===== config.mk =====
export PLATFORM = sky130hd
export DESIGN_NAME = multicycle_controller
export DESIGN_NICKNAME = d
export VERILOG_FILES = /design/src/rtl/multicycle_controller.sv
export SDC_FILE = /design/constraint.sdc
export NUM_CORES = 1
export LEC_CHECK = 0
export BUFFER_PORTS_ARGS = -buffer_cell sky130_fd_sc_hd__buf_4
export CAP_MARGIN = 20
export CELL_PAD_IN_SITES_DETAIL_PLACEMENT = 1
export CELL_PAD_IN_SITES_GLOBAL_PLACEMENT = 2
export CORE_ASPECT_RATIO = 0.5
export CORE_MARGIN = 1
export CORE_UTILIZATION = 23
export CTS_CLUSTER_DIAMETER = 100
export DETAILED_ROUTE_END_ITERATION = 7
export MAX_ROUTING_LAYER = met4
export PLACE_DENSITY_LB_ADDON = 0.2
export SKIP_CTS_REPAIR_TIMING = 1
export SYNTH_ARGS = -nofsm -noshare
export SYNTH_HDL_FRONTEND = slang
export SYNTH_SLANG_ARGS = --single-unit

===== constraint.sdc =====
create_clock -name clk -period 3 [get_ports clk]
set_clock_uncertainty 0.1 [all_clocks]
set_input_delay 0.3 -clock clk [delete_from_list [all_inputs] [get_ports clk]]
set_output_delay 0.3 -clock clk [all_outputs]
set_load 0.05 [all_outputs]

===== src/rtl/multicycle_controller.sv =====
// ============================================================================
// Module   : multicycle_controller
// Purpose  : Multicycle control FSM for the 16-bit datapath. Steps each
//            instruction through fetch, decode and execute states and drives
//            the datapath mux selects, register enables and write strobes.
// Revision : 1.0 - initial release
// ============================================================================
`default_nettype none

module multicycle_controller #(
  parameter int PSRL = 5,
  parameter int OPL  = 4
) (
  input  logic            clk,
  input  logic            reset,
  input  logic [OPL-1:0]  OP_CODE,
  input  logic [OPL-1:0]  OP_EXT,
  input  logic [OPL-1:0]  Rdest_addr,
  input  logic [PSRL-1:0] PSR_OUT,
  output logic            PC_S,
  output logic            MEM_S,
  output logic [1:0]      WD_S,
  output logic [1:0]      ALUA_S,
  output logic [1:0]      ALUB_S,
  output logic            INSTR_EN,
  output logic            ALU_OUT_EN,
  output logic            MEM_REG_EN,
  output logic            PC_EN,
  output logic            PSR_EN,
  output logic            SE_SIGN,
  output logic            REG_WR,
  output logic            MEM_WE,
  output logic [3:0]      STATE
);

  // ALU operation codes; the immediate forms reuse the same values as OP_CODE
  localparam logic [OPL-1:0] C_ADD     = 4'b0101;
  localparam logic [OPL-1:0] C_SUB     = 4'b1001;
  localparam logic [OPL-1:0] C_CMP     = 4'b1011;
  localparam logic [OPL-1:0] C_AND     = 4'b0001;
  localparam logic [OPL-1:0] C_OR      = 4'b0010;
  localparam logic [OPL-1:0] C_XOR     = 4'b0011;
  localparam logic [OPL-1:0] C_MOV     = 4'b1101;
  localparam logic [OPL-1:0] OP_RTYPE  = 4'b0000;
  localparam logic [OPL-1:0] OP_MEM    = 4'b0100;
  localparam logic [OPL-1:0] OP_BCOND  = 4'b1100;
  localparam logic [OPL-1:0] EXT_LOAD  = 4'b0000;
  localparam logic [OPL-1:0] EXT_STOR  = 4'b0100;
  localparam logic [OPL-1:0] EXT_JCOND = 4'b1100;

  // FETCH is code 0 so the reset value of STATE reads as zero on the debug port
  typedef enum logic [3:0] {
    FETCH  = 4'd0,
    FWAIT  = 4'd1,
    DECODE = 4'd2,
    REXEC  = 4'd3,
    IEXEC  = 4'd4,
    ALUWB  = 4'd5,
    MOVWB  = 4'd6,
    LDADDR = 4'd7,
    LDLAT  = 4'd8,
    LDWB   = 4'd9,
    STWR   = 4'd10,
    JUMP   = 4'd11,
    BRANCH = 4'd12
  } state_t;

  state_t state;
  state_t decode_next;
  logic   cond_true;

  function automatic logic is_alu(input logic [OPL-1:0] code);
    return (code == C_ADD) || (code == C_SUB) || (code == C_CMP) ||
           (code == C_AND) || (code == C_OR)  || (code == C_XOR);
  endfunction

  // Arithmetic ops update the flags and take a sign-extended immediate
  function automatic logic is_arith(input logic [OPL-1:0] code);
    return (code == C_ADD) || (code == C_SUB) || (code == C_CMP);
  endfunction

  // Condition evaluation on the latched flags {N,Z,F,L,C}
  always_comb begin
    cond_true = 1'b0;
    case (Rdest_addr)
      4'b0000: cond_true =  PSR_OUT[3];
      4'b0001: cond_true = !PSR_OUT[3];
      4'b0010: cond_true =  PSR_OUT[0];
      4'b0011: cond_true = !PSR_OUT[0];
      4'b0100: cond_true =  PSR_OUT[1];
      4'b0101: cond_true = !PSR_OUT[1];
      4'b0110: cond_true =  PSR_OUT[4];
      4'b0111: cond_true = !PSR_OUT[4];
      4'b1000: cond_true =  PSR_OUT[2];
      4'b1001: cond_true = !PSR_OUT[2];
      4'b1010: cond_true = !PSR_OUT[1] && !PSR_OUT[3];
      4'b1011: cond_true =  PSR_OUT[1] ||  PSR_OUT[3];
      4'b1100: cond_true = !PSR_OUT[4] && !PSR_OUT[3];
      4'b1101: cond_true =  PSR_OUT[4] ||  PSR_OUT[3];
      4'b1110: cond_true = 1'b1;
      default: cond_true = 1'b0;
    endcase
  end

  // Opcode dispatch out of DECODE; unknown encodings fall back to FETCH as a NOP
  always_comb begin
    decode_next = FETCH;
    if (OP_CODE == OP_RTYPE) begin
      if (is_alu(OP_EXT))        decode_next = REXEC;
      else if (OP_EXT == C_MOV)  decode_next = MOVWB;
    end else if (is_alu(OP_CODE)) begin
      decode_next = IEXEC;
    end else if (OP_CODE == OP_MEM) begin
      if (OP_EXT == EXT_LOAD)       decode_next = LDADDR;
      else if (OP_EXT == EXT_STOR)  decode_next = STWR;
      else if (OP_EXT == EXT_JCOND) decode_next = JUMP;
    end else if (OP_CODE == OP_BCOND) begin
      decode_next = BRANCH;
    end
  end

  // State register; reset abandons any in-flight instruction
  always_ff @(posedge clk or negedge reset) begin
    if (!reset) begin
      state <= FETCH;
    end else begin
      case (state)
        FETCH:   state <= FWAIT;
        FWAIT:   state <= DECODE;
        DECODE:  state <= decode_next;
        REXEC:   state <= (OP_EXT  == C_CMP) ? FETCH : ALUWB;
        IEXEC:   state <= (OP_CODE == C_CMP) ? FETCH : ALUWB;
        LDADDR:  state <= LDLAT;
        LDLAT:   state <= LDWB;
        default: state <= FETCH;
      endcase
    end
  end

  assign STATE = state;

  // Output decode. Kept combinational because MOVI writes in DECODE, the same
  // cycle its fields first appear from the instruction register.
  always_comb begin
    PC_S       = 1'b0;
    MEM_S      = 1'b0;
    WD_S       = 2'b00;
    ALUA_S     = 2'b00;
    ALUB_S     = 2'b00;
    INSTR_EN   = 1'b0;
    ALU_OUT_EN = 1'b0;
    MEM_REG_EN = 1'b0;
    PC_EN      = 1'b0;
    PSR_EN     = 1'b0;
    SE_SIGN    = 1'b0;
    REG_WR     = 1'b0;
    MEM_WE     = 1'b0;
    case (state)
      FETCH:  MEM_S = 1'b1;
      FWAIT: begin
        MEM_S    = 1'b1;
        INSTR_EN = 1'b1;
        ALUA_S   = 2'b01;
        ALUB_S   = 2'b10;
        PC_S     = 1'b1;
        PC_EN    = 1'b1;
      end
      DECODE: REG_WR = (OP_CODE == C_MOV);
      REXEC: begin
        ALU_OUT_EN = 1'b1;
        PSR_EN     = is_arith(OP_EXT);
      end
      IEXEC: begin
        ALUA_S     = 2'b10;
        ALU_OUT_EN = 1'b1;
        SE_SIGN    = is_arith(OP_CODE);
        PSR_EN     = is_arith(OP_CODE);
      end
      ALUWB: begin
        WD_S   = 2'b11;
        REG_WR = 1'b1;
      end
      MOVWB: begin
        WD_S   = 2'b01;
        REG_WR = 1'b1;
      end
      LDLAT:  MEM_REG_EN = 1'b1;
      LDWB: begin
        WD_S   = 2'b10;
        REG_WR = 1'b1;
      end
      STWR:   MEM_WE = 1'b1;
      JUMP:   PC_EN  = cond_true;
      BRANCH: begin
        if (cond_true) begin
          ALUA_S  = 2'b01;
          ALUB_S  = 2'b01;
          SE_SIGN = 1'b1;
          PC_S    = 1'b1;
          PC_EN   = 1'b1;
        end
      end
      default: ;
    endcase
  end

endmodule

`default_nettype wire


==> reports/results.md, run 1 <==
• **number of buffers added on ports** 38
• **most area-hungry cell type in the Yosys netlist** sky130_fd_sc_hd__dfrtp_1
• **effective utilization at floorplan** 24.5%
• **initial antenna violation count** 0
• **number of distinct standard cells referenced by the synthesized netlist** 44
• **highest achievable clock rate** 462 MHz
• **static leakage** 0.499 nW
• **number of buffers created by CTS** 3
• **largest net degree at the start of global routing** 16
• **buffers and inverters on the worst path** 1
• **number of buffers between clock root and the deepest sink** 2
• **count of H-tree levels built during CTS** 1
• **count of synthesis-stage warnings from yosys** 0
• **Final Power** 0.991 mW
• **cell with the largest stage delay on the worst path** sky130_fd_sc_hd__dfrtp_1
• **xor/xnor share of the synthesized area** 3.54%
• **overall die width** 82.3 um
• **total power per unit cell area** 915 mW/mm^2
• **sequential element share of the synthesized area** 13.5%
• **slew at the pin closest to its max-slew limit** 458 ps
• **crit end category** output port
• **count of fill cells added during filler insertion** 402
• **# Max-Cap Violations** 0
• **DRC viols** 0
• **most repeated cell in the gate-level netlist after synthesis** sky130_fd_sc_hd__nor2_1
• **number of hold-slack violations in the final timing report** 0
• **number of nets in the finished design** 165
• **count of final setup violators** 0
• **# IOs** 39
• **DRT antenna net count** 0
• **Post-Place Cell Area** 0.00103 mm^2
• **required time of the worst setup path** 2600 ps
• **Area growth, synth to finish** 45.9%
• **synthesis-stage register bit count** 4
• **remaining global-route overflow** 0
• **delay contributed by the slowest stage of the critical path** 610 ps
• **worst hold slack** 320 ps
• **crit-path cells** nand2_1 -> nor3_1 -> o211ai_1 -> nand2_1 -> buf_4
• **number of DRC markers after the initial detailed-route iteration** 21
• **master cell of the clock root buffer** sky130_fd_sc_hd__clkbuf_8
• **GRT Total Usage** 14.6%
• **Num Clock Sinks** 4
• **share of the core filled with cells in the final layout** 35.7%
• **core box area** 0.00303 mm^2
• **synthesized net count** 131
• **total negative setup slack** 0 ps
• **period utilisation layout** 72.1%
• **min-delay worst type** primary input to async pin
• **Worst Path Arrival** 1760 ps
• **area fraction in compound gates after synthesis** 30.9%
• **total length of routed wires** 2.44 mm
• **kind of critical path** register to output port
• **Peak supply drop** 0.269 mV
• **clock tree from TritonCTS** built
• **logic depth of the worst setup path including buffers** 5
• **overall via count from detail_route** 926
• **post-synthesis mux area share** 2.70%
• **most frequent cell on the critical path** sky130_fd_sc_hd__nand2_1
• **cells after synthesis** 112
• **max reg flops** 4
• **number of flops mapped to enable cells by yosys** 0
• **routed length per instance** 13.2 um
• **status** finished clean
• **number of global-route vias before repair** 873
• **share of cells above drive strength 1** 33.3%
• **clock period minus final worst setup slack** 2160 ps
• **adder-cell share of the synthesized area** 0%
• **final std cell area, no fill** 0.00108 mm^2
• **die height** 42.2 um
• **number of antenna repair diodes** 0
• **largest family of logic cells by synthesized area** simple AND/OR/NAND/NOR gates
• **proportion of synthesized flip-flops having asynchronous set or reset** 100%
• **Vias per Instance** 5.03
• **type of origin of the critical path** register
• **critical-path maximum fanout** 15
• **synthesized cell area** 742 um^2
• **DRT Pass-1 Iters** 3
• **HPWL after DPL** 1.88 mm
• **clock network latency to the later pin of the worst-skew pair** 220 ps
• **number of cells on the worst reg-to-reg path** 3
• **Worst-path clk slew** 30 ps
• **syn avg cell area** 6.62 um^2
• **Synth Area in Simple Gates** 40.0%
• **number of placement rows** 14
• **Most used DFF post-synth** sky130_fd_sc_hd__dfrtp_1
• **number of max-slew violations in the final report** 0
• **Yosys top cell area share** 13.5%
• **crit-path leading delay family** flip-flops
• **first-pass GRT wire length** 3.90 mm
• **floorplan die area** 0.00347 mm^2
• **RSZ-0062 raised after global routing** no
• **relative max-transition margin** 69.4%
• **global placement routability congestion** 0.698
• **commonest cells in the synthesized netlist** 15 x sky130_fd_sc_hd__nor2_1, 10 x sky130_fd_sc_hd__a21oi_1, 9 x sky130_fd_sc_hd__nand2_1
• **leading cell types by total area after synthesis** sky130_fd_sc_hd__dfrtp_1 13%, sky130_fd_sc_hd__nor2_1 7.6%, sky130_fd_sc_hd__a21oi_1 6.7%
==> through the flow <==
stage,instances,setup WS [ps]
2_1_floorplan,112,241
3_3_place_gp,180,817
3_5_place_dp,180,819
4_1_cts,183,820
5_1_grt,184,618
6_report,184,837
==> report_power, final <==
group          leakage (nW)  internal (mW)  total (mW)  switching (mW)
Combinational         0.426          0.229       0.737           0.508
Sequential           0.0518         0.0740       0.141          0.0671
Clock                0.0216         0.0854       0.112          0.0267
Total                 0.499          0.388       0.991           0.602
==> per-layer routing <==
metal | routed length [um] | share of wire [%] | track usage (%) | vias to the layer above
met5 | 0 | 0 | - | -
met4 | 0 | 0 | 2.11 | 0
met3 | 84 | 3.4 | 1.96 | 0
met2 | 1120 | 46 | 25.0 | 16
met1 | 1230 | 50 | 18.8 | 431
li1 | - | - | - | 479
==> final cells by class <==
| cell class | count | area, um^2 | area share (%) |
|---|---|---|---|
| clock buffers | 3 | 41.3 | 3.82 |
| inverters | 5 | 18.8 | 1.73 |
| multi-input cells | 93 | 577 | 53.3 |
| flip-flops and latches | 4 | 100 | 9.25 |
| well taps | 40 | 50.0 | 4.62 |
| repair buffers | 39 | 295 | 27.3 |
==> cells in the final DEF, fill, tap and decap left out, drive strengths merged, types with 2 or more instances in the layout <==
master / instances
a21oi: 10
dfrtp: 4
a31oi: 2
or3: 2
nand3: 2
nand2b: 4
o22ai: 3
mux2i: 2
nor2: 15
o31a: 2
or2: 2
and4bb: 2
xor2: 2
o21ai: 4
nor3: 6
buf: 38
clkbuf: 3
nor2b: 2
nand2: 9
inv: 5
nand4: 2
a211oi: 2
nor3b: 3
==> cell families after synthesis <==
logic type / Yosys count
buf+inv: 15
compound gates: 34
mux: 2
xor+xnor: 3
simple gates: 54
flops: 4
==> final timing paths <==
kind | start | end | slack (ps)
max in group asynchronous | reset | STATE[2] | 2380
max | STATE[1] | PSR_EN | 840
min reg2reg | STATE[3] | STATE[3] | 720
min | reset | STATE[3] | 320
min in group clk | OP_CODE[1] | STATE[2] | 400
max reg2reg | STATE[1] | STATE[2] | 1280
Power figures use the tool's default switching activity.
==> run 2, diff against run 1 <==
--- a/config.mk
+++ b/config.mk
@@ -11,7 +11,7 @@
 export CELL_PAD_IN_SITES_GLOBAL_PLACEMENT = 2
 export CORE_ASPECT_RATIO = 0.5
 export CORE_MARGIN = 1
-export CORE_UTILIZATION = 23
+export CORE_UTILIZATION = 20
 export CTS_CLUSTER_DIAMETER = 100
 export DETAILED_ROUTE_END_ITERATION = 7
 export MAX_ROUTING_LAYER = met4
==> constraint.sdc (replaced) <==
create_clock -name clk -period 1.95 [get_ports clk]
set_clock_uncertainty 0.1 [all_clocks]
set_input_delay 0.195 -clock clk [delete_from_list [all_inputs] [get_ports clk]]
set_output_delay 0.195 -clock clk [all_outputs]
set_load 0.05 [all_outputs]
==> run 2 against run 1 <==
  * Final cell count rose by 12%
  * Critical path type is now primary input to output port
  * Sequential share of layout area fell by 1.0 points
  * Clock power rose by 62%
==> reports/results.md, run 2 (synthesis gave the netlist of run 1 again) <==
• **period utilisation layout** 96.7%
• **min-delay worst type** primary input to async pin
• **r2r startpoint** STATE[0]
• **core box area** 0.00349 mm^2, +15%
• **number of nets in the finished design** 175, +6.1%
• **number of buffers created by CTS** 3, unchanged
• **largest net degree at the start of global routing** 14, -2
• **count of H-tree levels built during CTS** 1, unchanged
• **Reg2Reg Capture Point** STATE[2]
• **master cell of the clock root buffer** sky130_fd_sc_hd__clkbuf_8
• **Vias per Instance** 4.80, -4.7%
• **floorplan die area** 0.00397 mm^2, +14%
• **# IOs** 39, unchanged
• **required time of the worst setup path** 1650 ps, -950 ps
• **# Max-Cap Violations** 0, unchanged
• **number of antenna repair diodes** 0, unchanged
• **first-pass GRT wire length** 4.02 mm, +3.0%
• **routed length per instance** 12.6 um, -5.2%
• **global placement routability congestion** 0.713, +2.1%
• **minimum setup slack after placement** -44.2 ps, -864 ps
• **number of buffers added on ports** 38, unchanged
• **kind of critical path** primary input to output port
• **commonest cells after routing, fill and taps aside** 43 x sky130_fd_sc_hd__buf_4, 14 x sky130_fd_sc_hd__nor2_1, 7 x sky130_fd_sc_hd__a21oi_1
• **DRT Pass-1 Iters** 4, +1
• **relative max-transition margin** 71.3%, +1.8 points
• **slew at the pin closest to its max-slew limit** 425 ps, -32.9 ps
• **clock network latency to the later pin of the worst-skew pair** 220 ps, about the same
• **HPWL after DPL** 2.06 mm, +9.6%
• **routing usage on met1** 18.4%, -0.40 points
• **DRC viols** 0, unchanged
• **final instance count without filler cells** 206, +12%
• **Peak supply drop** 0.350 mV, +30%
• **most frequent standard cell in the layout excluding fill and tap cells** sky130_fd_sc_hd__buf_4
• **remaining global-route overflow** 0, unchanged
• **number of DRC markers after the initial detailed-route iteration** 28, +33%
• **initial antenna violation count** 0, unchanged
• **worst reg-to-reg setup slack** 310 ps, -970 ps
• **number of buffers between clock root and the deepest sink** 2, unchanged
• **number of max-slew violations in the final report** 0, unchanged
• **overall die width** 88.1 um, +7.1%
• **number of placement rows** 15, +1
• **count of final setup violators** 0, unchanged
• **Worst Setup Slack, final** 64.4 ps, -773 ps
• **share of cells above drive strength 1** 49.0%, +16 points
• **DRT antenna net count** 0, unchanged
• **GRT Total Usage** 13.5%, -1.1 points
• **crit end category** output port
• **static leakage** 0.560 nW, +12%
• **type of origin of the critical path** primary input
• **clock tree from TritonCTS** built
• **status** finished clean
• **die height** 45.1 um, +6.9%
• **highest achievable clock rate** 530 MHz
• **number of hold-slack violations in the final timing report** 0, unchanged
• **Critical Path Source** PSR_OUT[3]
• **Worst-path clk slew** 30 ps, about the same
• **global routing met2 resource utilization** 21.9%, -3.1 points
• **Global Route met3 Usage** 2.19%, +0.24 points
• **last element of the critical path** PC_EN
• **critical-path maximum fanout** 3, -12
• **total length of routed wires** 2.59 mm, +6.2%
• **max reg flops** 4, unchanged
• **RSZ-0062 raised after global routing** yes
• **number of cells on the worst reg-to-reg path** 3, unchanged
• **most used routing layer in global routing** met2
• **total power per unit cell area** 1350 mW/mm^2, +47%
• **effective utilization at floorplan** 21.3%, -3.2 points
• **Worst Path Arrival** 1590 ps, -170 ps
• **overall via count from detail_route** 988, +6.7%
• **clock period minus final worst setup slack** 1890 ps
• **number of global-route vias before repair** 868, -0.57%
• **Num Clock Sinks** 4, unchanged
• **Area growth, synth to finish** 71.8%
• **number of placed cells counting well taps** 197, +9.4%
[run 2: worst min-delay path by stage]
stage | startpoint | endpoint | slack, ps | depth (start not counted)
2_1_floorplan | reset | STATE[0] | -200 | 0
3_3_place_gp | reset | STATE[1] | -110 | 1
3_5_place_dp | reset | STATE[1] | -110 | 1
4_1_cts | reset | STATE[2] | -340 | 1
5_1_grt | reset | STATE[0] | 220 | 2
6_report | reset | STATE[2] | 210 | 2
[run 2: routing by layer]
| layer | vias up | wire (um) |
|---|---|---|
| li1 | 501 | - |
| met1 | 468 | 1310 |
| met2 | 19 | 1170 |
| met3 | 0 | 106 |
| met4 | 0 | 0 |
| met5 | - | 0 |
[run 2: per-stage QoR]
step           setup TNS (ps)  hold slack, ps  instance area [um^2]  util (%)  power [mW]
4_1_cts                  -116            -337                  1210      34.6        1.69
6_report                    0             215                  1270      36.5        1.72
5_1_grt                 -56.7             221                  1270      36.5        1.82
3_5_place_dp            -90.6            -107                  1160      33.3        1.49
2_1_floorplan            -852            -201                   840         -        1.14
3_3_place_gp            -63.0            -108                  1160      33.3        1.49
[run 2: layout make-up]
cell class,count,area [um^2]
clock buffers,4,45.0
fillers,451,2220
inverters,5,21.3
multi-input cells,93,651
flip-flops and latches,4,105
well taps,51,63.8
repair buffers,49,389
[run 2: power breakdown]
part,internal (mW),total [mW],switching [mW]
sequential,0.121,0.214,0.0935
combinational,0.455,1.32,0.865
clock,0.139,0.181,0.0416
total,0.716,1.72,1.00
[run 2: critical path: stages]
cell and delay (ps):
sky130_fd_sc_hd__buf_4 120, sky130_fd_sc_hd__o21ai_1 110, sky130_fd_sc_hd__o22ai_1 80, sky130_fd_sc_hd__a221o_1 360
sky130_fd_sc_hd__a211o_1 300, sky130_fd_sc_hd__a31oi_1 200, sky130_fd_sc_hd__nand2_2 70, sky130_fd_sc_hd__buf_6 150
==> run 3, diff against run 2 <==
--- a/config.mk
+++ b/config.mk
@@ -14,6 +14,7 @@
 export CORE_UTILIZATION = 20
 export CTS_CLUSTER_DIAMETER = 100
 export DETAILED_ROUTE_END_ITERATION = 7
+export GPL_TIMING_DRIVEN = 0
 export MAX_ROUTING_LAYER = met4
 export PLACE_DENSITY_LB_ADDON = 0.2
 export SKIP_CTS_REPAIR_TIMING = 1
==> run 3 against run 2 <==
  * First-iteration DRC count fell by 25%
  * Utilization decreased by 0.86 points
  * Sequential share of layout area increased by 0.098 points
  * Worst hold slack lost 2.0 ps
  * Design area decreased by 2.4%
==> reports/results.md, run 3 (synthesis gave the netlist of run 1 again) <==
• **status** finished clean
• **Post-Place Cell Area** 0.00114 mm^2, -1.5%
• **number of global-route vias before repair** 844, -2.8%
• **number of nets in the finished design** 169, -3.4%
• **most used routing layer in global routing** met2
• **clock network latency to the later pin of the worst-skew pair** 220 ps, about the same
• **number of buffers created by CTS** 3, unchanged
• **Final Power** 1.72 mW, +0.25%
• **commonest cells after routing, fill and taps aside** 30 x sky130_fd_sc_hd__buf_4, 14 x sky130_fd_sc_hd__nor2_1, 8 x sky130_fd_sc_hd__a21oi_1
• **number of antenna repair diodes** 0, unchanged
• **Area growth, synth to finish** 67.8%
• **number of buffers added on ports** 32, -16%
• **required time of the worst setup path** 1650 ps, about the same
• **number of placement rows** 15, unchanged
• **combinational share of power** 80.2%, +3.2 points
• **DRT Pass-1 Iters** 4, unchanged
• **r2r startpoint** STATE[0]
• **global placement routability congestion** 0.748, +4.9%
• **DRC viols** 0, unchanged
• **critical-path maximum fanout** 5, +2
• **Vias per Instance** 4.87, +1.4%
• **Num Clock Sinks** 4, unchanged
• **Worst Path Arrival** 1580 ps, about the same
• **Peak supply drop** 0.329 mV, -6.0%
• **number of hold-slack violations in the final timing report** 0, unchanged
• **total area of sequential cells** 104 um^2, -1.2%
• **HPWL after DPL** 2.03 mm, -1.5%
• **count of final setup violators** 0, unchanged
• **clock period minus final worst setup slack** 1870 ps, -13.4 ps
• **highest achievable clock rate** 534 MHz, +0.71%
• **GRT Total Usage** 13.3%, -0.17 points
• **Global Route met3 Usage** 2.38%, +0.18 points
• **total power per unit cell area** 1380 mW/mm^2, +2.7%
• **core box area** 0.00349 mm^2, unchanged
• **number of buffers between clock root and the deepest sink** 2, unchanged
• **power share of the sequential group** 9.2%, -3.3 points
• **count of H-tree levels built during CTS** 1, unchanged
• **largest net degree at the start of global routing** 11, -3
• **max reg flops** 4, unchanged
• **RSZ-0062 raised after global routing** no
• **routing usage on met1** 18.2%, -0.13 points
• **share of cells above drive strength 1** 47.0%, -2.1 points
• **P_sw** 1.01 mW, +1.3%
• **initial antenna violation count** 0, unchanged
• **count of fill cells added during filler insertion** 447, -0.89%
• **number of DRC markers after the initial detailed-route iteration** 21, -25%
• **remaining global-route overflow** 0, unchanged
• **DRT antenna net count** 0, unchanged
• **period utilisation layout** 96.0%, -0.69 points
• **floorplan die area** 0.00397 mm^2, unchanged
• **overall via count from detail_route** 973, -1.5%
• **slew at the pin closest to its max-slew limit** 372 ps, -53.4 ps
• **overall die width** 88.1 um, unchanged
• **final std cell area, no fill** 0.00124 mm^2, -2.4%
• **share of power burned in the clock network** 10.6%, about the same
• **effective utilization at floorplan** 21.3%, unchanged
• **global routing met2 resource utilization** 21.2%, -0.62 points
• **Critical Path Source** PSR_OUT[3]
• **most frequent standard cell in the layout excluding fill and tap cells** sky130_fd_sc_hd__buf_4
• **relative max-transition margin** 74.9%, +3.6 points
• **area taken by multi-input logic gates** 676 um^2, +3.8%
• **type of origin of the critical path** primary input
• **Worst-path clk slew** 30 ps, about the same
• **# Max-Cap Violations** 0, unchanged
• **# IOs** 39, unchanged
• **crit end category** output port
• **kind of critical path** primary input to output port
• **static leakage** 0.530 nW, -5.3%
• **clock tree from TritonCTS** built
• **total length of routed wires** 2.57 mm, -0.46%
• **min-delay worst type** primary input to async pin
• **die height** 45.1 um, unchanged
• **Internal** 0.707 mW, -1.2%
• **routed length per instance** 12.9 um, +2.5%
• **first-pass GRT wire length** 3.93 mm, -2.2%
• **master cell of the clock root buffer** sky130_fd_sc_hd__clkbuf_8
• **number of max-slew violations in the final report** 0, unchanged
• **share of total power consumed by net switching** 58.9%, +0.62 points
[run 3: cell types whose count changed in the layout (fill, tap and decap cells not counted), moves of 2 or more]
| cell | delta |
|---|---|
| sky130_fd_sc_hd__buf_4 | -13 |
| sky130_fd_sc_hd__clkbuf_1 | +2 |
| sky130_fd_sc_hd__clkbuf_8 | +2 |
| sky130_fd_sc_hd__buf_2 | +3 |
[run 3: power groups by stage]
stage / combinational (mW) / clock (mW) / sequential (mW)
4_1_cts: 1.35 / 0.190 / 0.156
2_1_floorplan: 0.887 / 0 / 0.254
3_5_place_dp: 1.35 / 0 / 0.156
6_report: 1.38 / 0.183 / 0.159
3_3_place_gp: 1.34 / 0 / 0.155
5_1_grt: 1.47 / 0.196 / 0.163
[run 3: final timing paths]
kind                             end  slack [ps]  cells past startpoint
min in group clk            STATE[0]         280                      4
setup / recovery           ALUB_S[0]          80                      8
hold / removal              STATE[2]         210                      2
max in group asynchronous   STATE[3]        1420                      2
hold reg to reg             STATE[0]         510                      2
setup reg to reg            STATE[3]         230                      4
[run 3: critical path: stages]
cell and delay, ps:
sky130_fd_sc_hd__buf_4 130, sky130_fd_sc_hd__o21ai_1 110, sky130_fd_sc_hd__o22ai_1 90, sky130_fd_sc_hd__a221o_1 350
sky130_fd_sc_hd__a211o_1 290, sky130_fd_sc_hd__nand4_1 150, sky130_fd_sc_hd__inv_1 60, sky130_fd_sc_hd__buf_4 190
[run 3: through the flow]
stage / setup slack, ps / std cells / hold WS [ps] / utilization [%] / setup TNS, ps
2_1_floorplan: -246 / 112 / -201 / - / -852
3_3_place_gp: -61.1 / 195 / -108 / 32.8 / -161
3_5_place_dp: -61.8 / 195 / -105 / 32.8 / -219
4_1_cts: -119 / 199 / -338 / 34.1 / -418
5_1_grt: 0.227 / 200 / 216 / 35.7 / 0
6_report: 77.8 / 200 / 213 / 35.7 / 0
[run 3: layout make-up]
| cell class | instances | share of cell area [%] |
|---|---|---|
| Tap cell | 51 | 5.13 |
| Inverter | 5 | 1.71 |
| Timing Repair Buffer | 33 | 21.0 |
| Sequential cell | 4 | 8.34 |
| Multi-Input combinational cell | 93 | 54.3 |
| Buffer | 10 | 5.93 |
| Clock buffer | 4 | 3.62 |
[run 3: routing by layer]
metal | up-vias | part of all wire [%]
met3 | 0 | 3.8
li1 | 488 | -
met5 | - | 0
met1 | 463 | 49
met4 | 0 | 0
met2 | 22 | 47
